===== config.mk =====
export PLATFORM = sky130hd
export DESIGN_NAME = br_fifo_shared_push_ctrl_bitmap_alloc
export DESIGN_NICKNAME = d
export VERILOG_FILES = /design/src/rtl/br_fifo_shared_bitmap_freelist.sv /design/src/rtl/br_fifo_shared_push_ctrl_bitmap_alloc.sv
export SDC_FILE = /design/constraint.sdc
export NUM_CORES = 1
export LEC_CHECK = 0
export BUFFER_PORTS_ARGS = -buffer_cell sky130_fd_sc_hd__buf_2
export CORE_ASPECT_RATIO = 1.75
export CORE_MARGIN = 5
export CORE_UTILIZATION = 34
export DETAILED_ROUTE_END_ITERATION = 10
export PLACE_DENSITY = 0.59
export SYNTH_ARGS = -nofsm -noshare
export SYNTH_HDL_FRONTEND = slang
export SYNTH_SLANG_ARGS = --single-unit
export TNS_END_PERCENT = 50

===== constraint.sdc =====
create_clock -name clk -period 3.4 [get_ports clk]
set_input_delay 0.51 -clock clk [delete_from_list [all_inputs] [get_ports clk]]
set_output_delay 0.51 -clock clk [all_outputs]
set_load 0.02 [all_outputs]

===== src/rtl/br_fifo_shared_bitmap_freelist.sv =====
// Bitmap freelist for the shared multi-FIFO: one bit per entry (1 = free),
// N-way lowest-free selection for allocation and multi-port dealloc.
module br_fifo_shared_bitmap_freelist #(
  parameter  int NumAllocPorts   = 1,
  parameter  int NumDeallocPorts = 2,
  parameter  int Depth           = 8,
  localparam int AddrWidth       = $clog2(Depth),
  localparam int CountWidth      = $clog2(Depth + 1)
) (
  input  logic                                 clk,
  input  logic                                 rst,
  input  logic [NumAllocPorts-1:0]             alloc_take,
  output logic [NumAllocPorts*AddrWidth-1:0]   alloc_entry_id,
  input  logic [NumDeallocPorts-1:0]           dealloc_valid,
  input  logic [NumDeallocPorts*AddrWidth-1:0] dealloc_entry_id,
  output logic [CountWidth-1:0]                free_count,
  output logic                                 full
);

  logic [Depth-1:0]                           bitmap;
  logic [Depth-1:0]                           bitmap_next;
  logic [Depth-1:0]                           avail;
  logic [NumAllocPorts-1:0][AddrWidth-1:0]    cand;
  logic [NumDeallocPorts-1:0][AddrWidth-1:0]  dl_id;
  logic [CountWidth:0]                        n_take;
  logic [CountWidth:0]                        n_dealloc;
  logic [CountWidth:0]                        count_next;

  function automatic logic [AddrWidth-1:0] lowest_set(input logic [Depth-1:0] v);
    lowest_set = '0;
    for (int unsigned i = Depth; i > 0; i--) begin
      if (v[i-1]) lowest_set = AddrWidth'(i - 1);
    end
  endfunction

  assign dl_id          = dealloc_entry_id;
  assign alloc_entry_id = cand;

  // Candidate k is the k-th lowest free entry: find-first-set, mask it, repeat.
  always_comb begin
    avail = bitmap;
    cand  = '0;
    for (int unsigned k = 0; k < NumAllocPorts; k++) begin
      cand[k]        = lowest_set(avail);
      avail[cand[k]] = 1'b0;
    end
  end

  always_comb begin
    bitmap_next = bitmap;
    n_take      = '0;
    n_dealloc   = '0;
    for (int unsigned k = 0; k < NumAllocPorts; k++) begin
      if (alloc_take[k]) begin
        bitmap_next[cand[k]] = 1'b0;
        n_take               = n_take + (CountWidth+1)'(1);
      end
    end
    for (int unsigned f = 0; f < NumDeallocPorts; f++) begin
      if (dealloc_valid[f]) begin
        bitmap_next[dl_id[f]] = 1'b1;
        n_dealloc             = n_dealloc + (CountWidth+1)'(1);
      end
    end
    count_next = {1'b0, free_count} - n_take + n_dealloc;
  end

  always_ff @(posedge clk or posedge rst) begin
    if (rst) begin
      bitmap     <= '1;
      free_count <= CountWidth'(Depth);
    end else begin
      bitmap     <= bitmap_next;
      free_count <= count_next[CountWidth-1:0];
    end
  end

  assign full = (free_count == '0);

  a_no_underflow: assert property (@(posedge clk) disable iff (rst)
    n_take <= {1'b0, free_count});
  a_no_overflow: assert property (@(posedge clk) disable iff (rst)
    count_next <= (CountWidth+1)'(Depth));

  for (genvar k = 0; k < NumAllocPorts; k++) begin : g_take_chk
    a_take_free: assert property (@(posedge clk) disable iff (rst)
      alloc_take[k] |-> bitmap[cand[k]]);
  end

  for (genvar f = 0; f < NumDeallocPorts; f++) begin : g_dealloc_chk
    a_dealloc_busy: assert property (@(posedge clk) disable iff (rst)
      dealloc_valid[f] |-> !bitmap[dl_id[f]]);
    for (genvar g = f + 1; g < NumDeallocPorts; g++) begin : g_pair
      a_dealloc_distinct: assert property (@(posedge clk) disable iff (rst)
        (dealloc_valid[f] && dealloc_valid[g]) |-> (dl_id[f] != dl_id[g]));
    end
  end

endmodule


===== src/rtl/br_fifo_shared_push_ctrl_bitmap_alloc.sv =====
// Push-side controller of the shared multi-FIFO: ranks the push ports, allocates
// entries from the bitmap freelist and issues RAM writes plus enqueue notifications.
module br_fifo_shared_push_ctrl_bitmap_alloc #(
  parameter  int NumWritePorts  = 1,
  parameter  int NumFifos       = 2,
  parameter  int Depth          = 8,
  parameter  int Width          = 8,
  parameter  int RegisterWrites = 1,
  localparam int FifoIdWidth    = $clog2(NumFifos),
  localparam int AddrWidth      = $clog2(Depth),
  localparam int CountWidth     = $clog2(Depth + 1)
) (
  input  logic                                 clk,
  input  logic                                 rst,
  input  logic [NumWritePorts-1:0]             push_valid,
  output logic [NumWritePorts-1:0]             push_ready,
  input  logic [NumWritePorts*Width-1:0]       push_data,
  input  logic [NumWritePorts*FifoIdWidth-1:0] push_fifo_id,
  input  logic [NumFifos-1:0]                  dealloc_valid,
  input  logic [NumFifos*AddrWidth-1:0]        dealloc_entry_id,
  output logic [NumWritePorts-1:0]             data_ram_wr_valid,
  output logic [NumWritePorts*AddrWidth-1:0]   data_ram_wr_addr,
  output logic [NumWritePorts*Width-1:0]       data_ram_wr_data,
  output logic [NumWritePorts-1:0]             enq_valid,
  output logic [NumWritePorts*FifoIdWidth-1:0] enq_fifo_id,
  output logic [NumWritePorts*AddrWidth-1:0]   enq_entry_id,
  output logic [CountWidth-1:0]                free_count,
  output logic                                 full
);

  logic [NumWritePorts-1:0][CountWidth-1:0] rank;
  logic [CountWidth-1:0]                    valid_below;
  logic [NumWritePorts-1:0]                 accept;
  logic [NumWritePorts-1:0]                 slot_take;
  logic [NumWritePorts-1:0][AddrWidth-1:0]  slot_id;
  logic [NumWritePorts-1:0][AddrWidth-1:0]  alloc_id;

  always_comb begin
    valid_below = '0;
    rank        = '0;
    for (int unsigned w = 0; w < NumWritePorts; w++) begin
      rank[w]     = valid_below;
      valid_below = valid_below + CountWidth'(push_valid[w]);
    end
  end

  // Valid ports get consecutive ranks, so the accepted ones fill slots 0..n-1.
  always_comb begin
    push_ready = '0;
    for (int unsigned w = 0; w < NumWritePorts; w++) begin
      push_ready[w] = !rst && push_valid[w] && (rank[w] < free_count);
    end
  end

  assign accept = push_valid & push_ready;

  always_comb begin
    slot_take = '0;
    alloc_id  = '0;
    for (int unsigned w = 0; w < NumWritePorts; w++) begin
      for (int unsigned k = 0; k < NumWritePorts; k++) begin
        if (rank[w] == CountWidth'(k)) begin
          alloc_id[w] = slot_id[k];
          if (accept[w]) slot_take[k] = 1'b1;
        end
      end
    end
  end

  br_fifo_shared_bitmap_freelist #(
    .NumAllocPorts   (NumWritePorts),
    .NumDeallocPorts (NumFifos),
    .Depth           (Depth)
  ) u_freelist (
    .clk              (clk),
    .rst              (rst),
    .alloc_take       (slot_take),
    .alloc_entry_id   (slot_id),
    .dealloc_valid    (dealloc_valid),
    .dealloc_entry_id (dealloc_entry_id),
    .free_count       (free_count),
    .full             (full)
  );

  if (RegisterWrites != 0) begin : g_reg_out
    always_ff @(posedge clk or posedge rst) begin
      if (rst) begin
        data_ram_wr_valid <= '0;
        data_ram_wr_addr  <= '0;
        data_ram_wr_data  <= '0;
        enq_valid         <= '0;
        enq_fifo_id       <= '0;
        enq_entry_id      <= '0;
      end else begin
        data_ram_wr_valid <= accept;
        data_ram_wr_addr  <= alloc_id;
        data_ram_wr_data  <= push_data;
        enq_valid         <= accept;
        enq_fifo_id       <= push_fifo_id;
        enq_entry_id      <= alloc_id;
      end
    end
  end else begin : g_comb_out
    assign data_ram_wr_valid = accept;
    assign data_ram_wr_addr  = alloc_id;
    assign data_ram_wr_data  = push_data;
    assign enq_valid         = accept;
    assign enq_fifo_id       = push_fifo_id;
    assign enq_entry_id      = alloc_id;
  end

  logic [(1<<FifoIdWidth)-1:0] fifo_id_ok;

  always_comb begin
    fifo_id_ok = '0;
    for (int unsigned i = 0; i < (1 << FifoIdWidth); i++) begin
      fifo_id_ok[i] = (i < unsigned'(NumFifos));
    end
  end

  for (genvar w = 0; w < NumWritePorts; w++) begin : g_port_chk
    a_fifo_id_range: assert property (@(posedge clk) disable iff (rst)
      push_valid[w] |-> fifo_id_ok[push_fifo_id[w*FifoIdWidth +: FifoIdWidth]]);
    a_push_hold: assert property (@(posedge clk) disable iff (rst)
      (push_valid[w] && !push_ready[w]) |=>
        (push_valid[w] && $stable(push_data[w*Width +: Width])
                       && $stable(push_fifo_id[w*FifoIdWidth +: FifoIdWidth])));
  end

endmodule


==> results_dict.tcl, run 1 <==
set metrics [dict create \
    maxSlewHeadroom_pct 39.3 \
    num-nets-final 177 \
    cts_buffers 3 \
    top_layer "met4" \
    syn_area_um2 1180 \
    holdWs_ps 341 \
    worst_setup_path_start_kind "flip-flop" \
    grt_pass1_vias 930 \
    fin_crit_ps 2510 \
    rsz0062_at_grt "no" \
    die_height_um 87.8 \
    syn_to_final_growth_pct 23.9 \
    synth-edff-count 0 \
    drt-total-wl_um 2570 \
    synthSimpleGateAreaFrac_pct 16.8 \
    final_cell_mix "buf_2, inv_1, dfrtp_1" \
    critPathCaptureType "flip-flop" \
    rrSetupSlack_ps 890 \
    p_sw_share_pct 36.7 \
    nFillCells 347 \
    crit_arrival_ps 2670 \
    synth_xor_xnor_area_share_pct 1.49 \
    die_w_um 54.5 \
    synth_compound_area_share_pct 10.8 \
    worst_slew_pin_slew_ps 910 \
    grt_util_all_layers_pct 12.0 \
    drc 0 \
    dr.first_iter.drc_count 7 \
    met1_length_um 883 \
    path_clk_slew_ps 80 \
    muxShareOfSynthArea_pct 0 \
    cts_hold_buf 0 \
    diodes 0 \
    fmax_mhz 399 \
    hold_viol_final 0 \
    synth.distinct_cells 32 \
    die-area_um2 4790 \
    yosysSeqAreaShare_pct 54.1 \
    hold_path_class "in -> reg" \
    p_leak_nw 0.732 \
    setup_violations 0 \
    crit_fanout 4 \
    cts_setup_buffers 0 \
    peakVddDrop_v 0.000277 \
    grt_pass1_wl_um 4140 \
    firstDrtPassIters 4 \
    synth_top_family_by_area "simple AND/OR/NAND/NOR gates" \
    syn_inst 106 \
    cts_tree "yes" \
    yosysWarnings 0 \
    crit_required_ps 3560 \
    synth_flop_cell "dfrtp_1" \
    coreArea_um2 3360 \
    max-clock-path-buffers 2 \
    cts_root_buffer "clkbuf_8" \
    ys_seq_elements 25 \
    cts_resized 0 \
    row_count 28 \
    start_util_pct 35.0 \
    drv_cap 0 \
    route.met3.wl_um 132 \
    port_buffers 42 \
    seqPwrFrac_pct 43.2 \
    clkPwrFrac_pct 17.5 \
    antenna_found_initial 0 \
    status "completed" \
    syn-num-nets 134 \
    powerDensity_nw_per_um2 683 \
    layout_commonest_cell "buf_2" \
    grt_max_degree 26 \
    critPathKind "reg -> reg" \
    combPwrFrac_pct 39.3 \
    drv_slew 0 \
    ant_nets 0 \
    period_share_pct 73.7 \
    layout-drive-gt1-share_pct 39.2 \
    wl_met2_um 1470 \
    gp_congestion 0.876 \
    clk_latency_ps 270 \
    dp_hpwl_um 2120 \
    async_flop_share_pct 100 \
    cts.htree.levels 1 \
    p_sw_mw 0.365 \
    synthAdderAreaFrac_pct 9.14 \
    routed_via_density 4.63 \
    worst_clock_skew_ps 3.14 \
    grt_overflow 0 \
    io_pins 43 \
    syn_area_per_cell_um2 11.1 \
    vias 893 \
    wl_per_cell_um 13.3 \
    p_int_mw 0.631 \
    clock-sinks 25 \
    tns_ps 0 \
]
## path summary, 6_finish.rpt
kind                                               startpoint                                  to  cells after the start
setup reg to reg           u_freelist.free_count[2]$_DFF_PP0_  u_freelist.free_count[2]$_DFF_PP0_                     11
max in group asynchronous                                 rst               enq_fifo_id$_DFF_PP0_                      2
hold reg to reg                u_freelist.bitmap[0]$_DFF_PP1_       data_ram_wr_addr[0]$_DFF_PP0_                      1
hold / removal                                   push_data[4]       data_ram_wr_data[4]$_DFF_PP0_                      1
setup / recovery           u_freelist.free_count[2]$_DFF_PP0_  u_freelist.free_count[2]$_DFF_PP0_                     11
min in group asynchronous                                 rst       data_ram_wr_data[7]$_DFF_PP0_                      2
## logic make-up (layout without fill, tap and decap cells)
kind of cell    after synthesis  count (layout)
compound gates               17              17
buf+inv                      20              62
simple gates                 34              34
fa+ha+maj                     8               8
xor+xnor                      2               2
flops                        25              25
## per-layer routing
layer / vias up / global-route usage, %
li1: 441 / -
met1: 414 / 12.7
met2: 31 / 21.5
met3: 7 / 1.19
met4: 0 / 7.48
met5: - / 0
## power groups by stage
stage	registers (mW)	logic [mW]	clock network, mW
after floorplan	0.481	0.238	0
after global placement	0.432	0.382	0
after detailed placement	0.437	0.400	0
after CTS	0.431	0.403	0.178
after global routing	0.441	0.441	0.194
final	0.430	0.392	0.175
## cell usage after synthesis (2+ instances only)
library cell,n,area [µm²]
dfrtp_1,16,400
inv_1,16,60.1
dfstp_2,9,236
ha_1,7,87.6
nand3_1,7,35.0
nor2_1,6,22.5
buf_4,4,30.0
nand2_1,4,15.0
nor2b_1,4,25.0
nor3_1,4,20.0
o21ai_0,4,20.0
a21oi_1,2,10.0
a221o_1,2,20.0
nor3b_1,2,15.0
o211ai_1,2,15.0
## registers in the layout (all words and copies together), names as in the netlist
name	cells
data_ram_wr_addr	3
u_freelist.free_count	4
enq_fifo_id	1
enq_valid	1
data_ram_wr_data	8
u_freelist.bitmap	8
## metrics by stage
stage / worst slack, ps / instances / area, µm² / power (mW) / util [%]
floorplan: 945 / 106 / 1180 / 0.719 / -
global placement: 990 / 189 / 1410 / 0.815 / 42.0
detailed placement: 889 / 189 / 1410 / 0.837 / 42.0
CTS: 868 / 193 / 1460 / 1.01 / 43.4
global route: 735 / 193 / 1460 / 1.08 / 43.4
finish: 893 / 193 / 1460 / 0.996 / 43.4
## layout make-up
class	instances	area (µm²)	share of cell area (%)
repair buffers	42	210	14.4
flip-flops and latches	25	637	43.7
inverters	16	60.1	4.12
multi-input cells	61	450	30.9
well taps	45	56.3	3.86
clock buffers	4	45.0	3.09
## critical path, stage by stage, from the launching register on
cell	delay, ps
dfrtp_1	380
inv_1	80
ha_1	130
or3b_2	510
nand2_1	150
inv_1	80
ha_1	270
inv_1	60
ha_1	170
inv_1	60
fa_1	370
xnor2_1	130
No activity file was read; power rests on OpenSTA's default activity.
==> run 2, diff against run 1 <==
ABC_AREA = 1   (was not set)
PLACE_DENSITY = 0.6   (was 0.59)
clock period = 2.12 ns   (was 3.4 ns; I/O delays follow)
==> results_dict.tcl, run 2 <==
set metrics [dict create \
    status "completed" \
    ys_seq_elements 25 \
    placed_area_um2 1550 \
    seqPwrFrac_pct 38.7 \
    gp_congestion 0.779 \
    worst_slew_pin_slew_ps 315 \
    yosys-top-cells-area "dfrtp_1, dfstp_2, inv_1" \
    tns_ps 0 \
    top_regs "data_ram_wr_data (8), u_freelist.bitmap (8), u_freelist.free_count (4)" \
    start_util_pct 35.0 \
    setup_slack_ps 15.9 \
    row_count 29 \
    grt_util_all_layers_pct 11.2 \
    clk_latency_ps 270 \
    cts_root_buffer "clkbuf_8" \
    ant_nets 0 \
    fin_cells 229 \
    routed_via_density 4.49 \
    io_pins 43 \
    rr_worst_depth 13 \
    powerDensity_nw_per_um2 1070 \
    yosysWarnings 0 \
    fin_crit_ps 2100 \
    cts.htree.levels 1 \
    layout-drive-gt1-share_pct 45.4 \
    dp_hpwl_um 2210 \
    clock-sinks 25 \
    p_leak_nw 0.877 \
    crit_arrival_ps 2280 \
    synth.most_common_cell "inv_1" \
    synth-edff-count 0 \
    crit_required_ps 2290 \
    drv_cap 0 \
    syn-num-nets 166 \
    coreArea_um2 3590 \
    crit_fanout 2 \
    synth.top_cell.area_share_pct 31.9 \
    grt_pass1_vias 1094 \
    combPwrFrac_pct 45.0 \
    wl_per_cell_um 11.3 \
    finalInstanceArea_um2 1620 \
    dr.first_iter.drc_count 11 \
    diodes 0 \
    p_sw_share_pct 38.9 \
    vias 1028 \
    syn_to_final_growth_pct 28.9 \
    die_height_um 90.4 \
    p_int_mw 1.06 \
    final_util_pct 45.1 \
    cts_hold_buf 0 \
    final_cell_mix "buf_2, inv_1, nand2_1" \
    hold_viol_final 0 \
    syn_inst 138 \
    dpl_worst_slack_ps -9.60 \
    power.total_mw 1.74 \
    p_sw_mw 0.675 \
    critPathKind "reg -> reg" \
    firstDrtPassIters 4 \
    grt_pass1_wl_um 4640 \
    fmax_mhz 475 \
    yosysSeqAreaShare_pct 50.7 \
    drv_slew 0 \
    drc 0 \
    place_inst 224 \
    cts_tree "yes" \
    async_flop_share_pct 100 \
    holdWs_ps 130 \
    syn_area_per_cell_um2 9.10 \
    layout_commonest_cell "buf_2" \
    peakVddDrop_v 0.000678 \
    drt-total-wl_um 2600 \
    maxSlewHeadroom_pct 79.0 \
    port_buffers 42 \
    grt_max_degree 26 \
    period_share_pct 99.2 \
    critPathCaptureType "flip-flop" \
    antenna_found_initial 0 \
    die-area_um2 5060 \
    rsz0062_at_grt "yes" \
    synth.distinct_cells 21 \
    synthTopCellsByCount "inv_1, nand2_1, dfrtp_1" \
    worst_clock_skew_ps 5.82 \
    grt_overflow 0 \
    num-nets-final 212 \
    setup_violations 0 \
    clkPwrFrac_pct 16.3 \
    syn_area_um2 1260 \
    path_clk_slew_ps 90 \
    cts_buffers 3 \
    worst_setup_path_start_kind "flip-flop" \
    die_w_um 56.0 \
    hold_path_class "in -> async" \
    max-clock-path-buffers 2 \
    yosys.area.top_type "dfrtp_1" \
    synth_flop_cell "dfrtp_1" \
]
run 2: cell type report:
| cell class | instances | area (µm²) |
|---|---|---|
| fillers | 379 | 1970 |
| flip-flops and latches | 25 | 637 |
| multi-input cells | 75 | 512 |
| repair buffers | 45 | 233 |
| inverters | 34 | 131 |
| well taps | 46 | 57.6 |
| clock buffers | 3 | 41.3 |
| clock inverters | 1 | 7.51 |
run 2: routing by layer:
| metal | up-vias | part of all wire (%) | GRT usage [%] |
|---|---|---|---|
| li1 | 511 | - | - |
| met1 | 485 | 35 | 11.8 |
| met2 | 28 | 58 | 20.9 |
| met3 | 4 | 5.7 | 1.72 |
| met4 | 0 | 1.6 | 5.74 |
| met5 | - | 0 | 0 |
run 2: worst max-delay path: stages (launching register included):
cell and delay (ps):
dfstp_2 550, inv_2 40, ha_4 150, nand2_4 50, nor2_4 40, nor2_2 80
nand2_2 60, inv_2 70, ha_4 190, inv_2 60, ha_4 120, inv_2 30
fa_2 520, inv_2 30
run 2: worst paths after layout:
kind                                                     from                                  to  slack (ps)
hold reg to reg                u_freelist.bitmap[4]$_DFF_PP1_      u_freelist.bitmap[4]$_DFF_PP1_         470
setup reg to reg           u_freelist.free_count[3]$_DFF_PP1_  u_freelist.free_count[1]$_DFF_PP0_          20
setup / recovery           u_freelist.free_count[3]$_DFF_PP1_  u_freelist.free_count[1]$_DFF_PP0_          20
max in group asynchronous                                 rst      u_freelist.bitmap[6]$_DFF_PP1_        1690
min in group clk                                 push_data[2]       data_ram_wr_data[2]$_DFF_PP0_         150
hold / removal                                            rst       data_ram_wr_data[2]$_DFF_PP0_         130
run 2: cell families (layout without fill, tap and decap cells):
logic type,Yosys count,in the layout,synth area share (%)
flops,25,25,50.7
fa+ha+maj,8,8,8.57
compound gates,9,9,5.18
xor+xnor,2,2,1.39
buf+inv,38,83,12.5
simple gates,56,56,21.6
run 2: what timing repair did:
item | 4_1_cts | 5_1_grt
pin swaps | 1 | 0
gates resized for setup | 1 | 2
endpoints found under the setup margin | 1 | 3
buffers inserted | 0 | 1
run 2: power groups by stage:
stage          Combinational, mW  Clock [mW]  Sequential (mW)
5_1_grt                    0.891       0.317            0.686
3_5_place_dp               0.779           0            0.681
4_1_cts                    0.793       0.300            0.672
6_report                   0.782       0.283            0.671
2_1_floorplan              0.497           0            0.761
3_3_place_gp               0.742           0            0.675
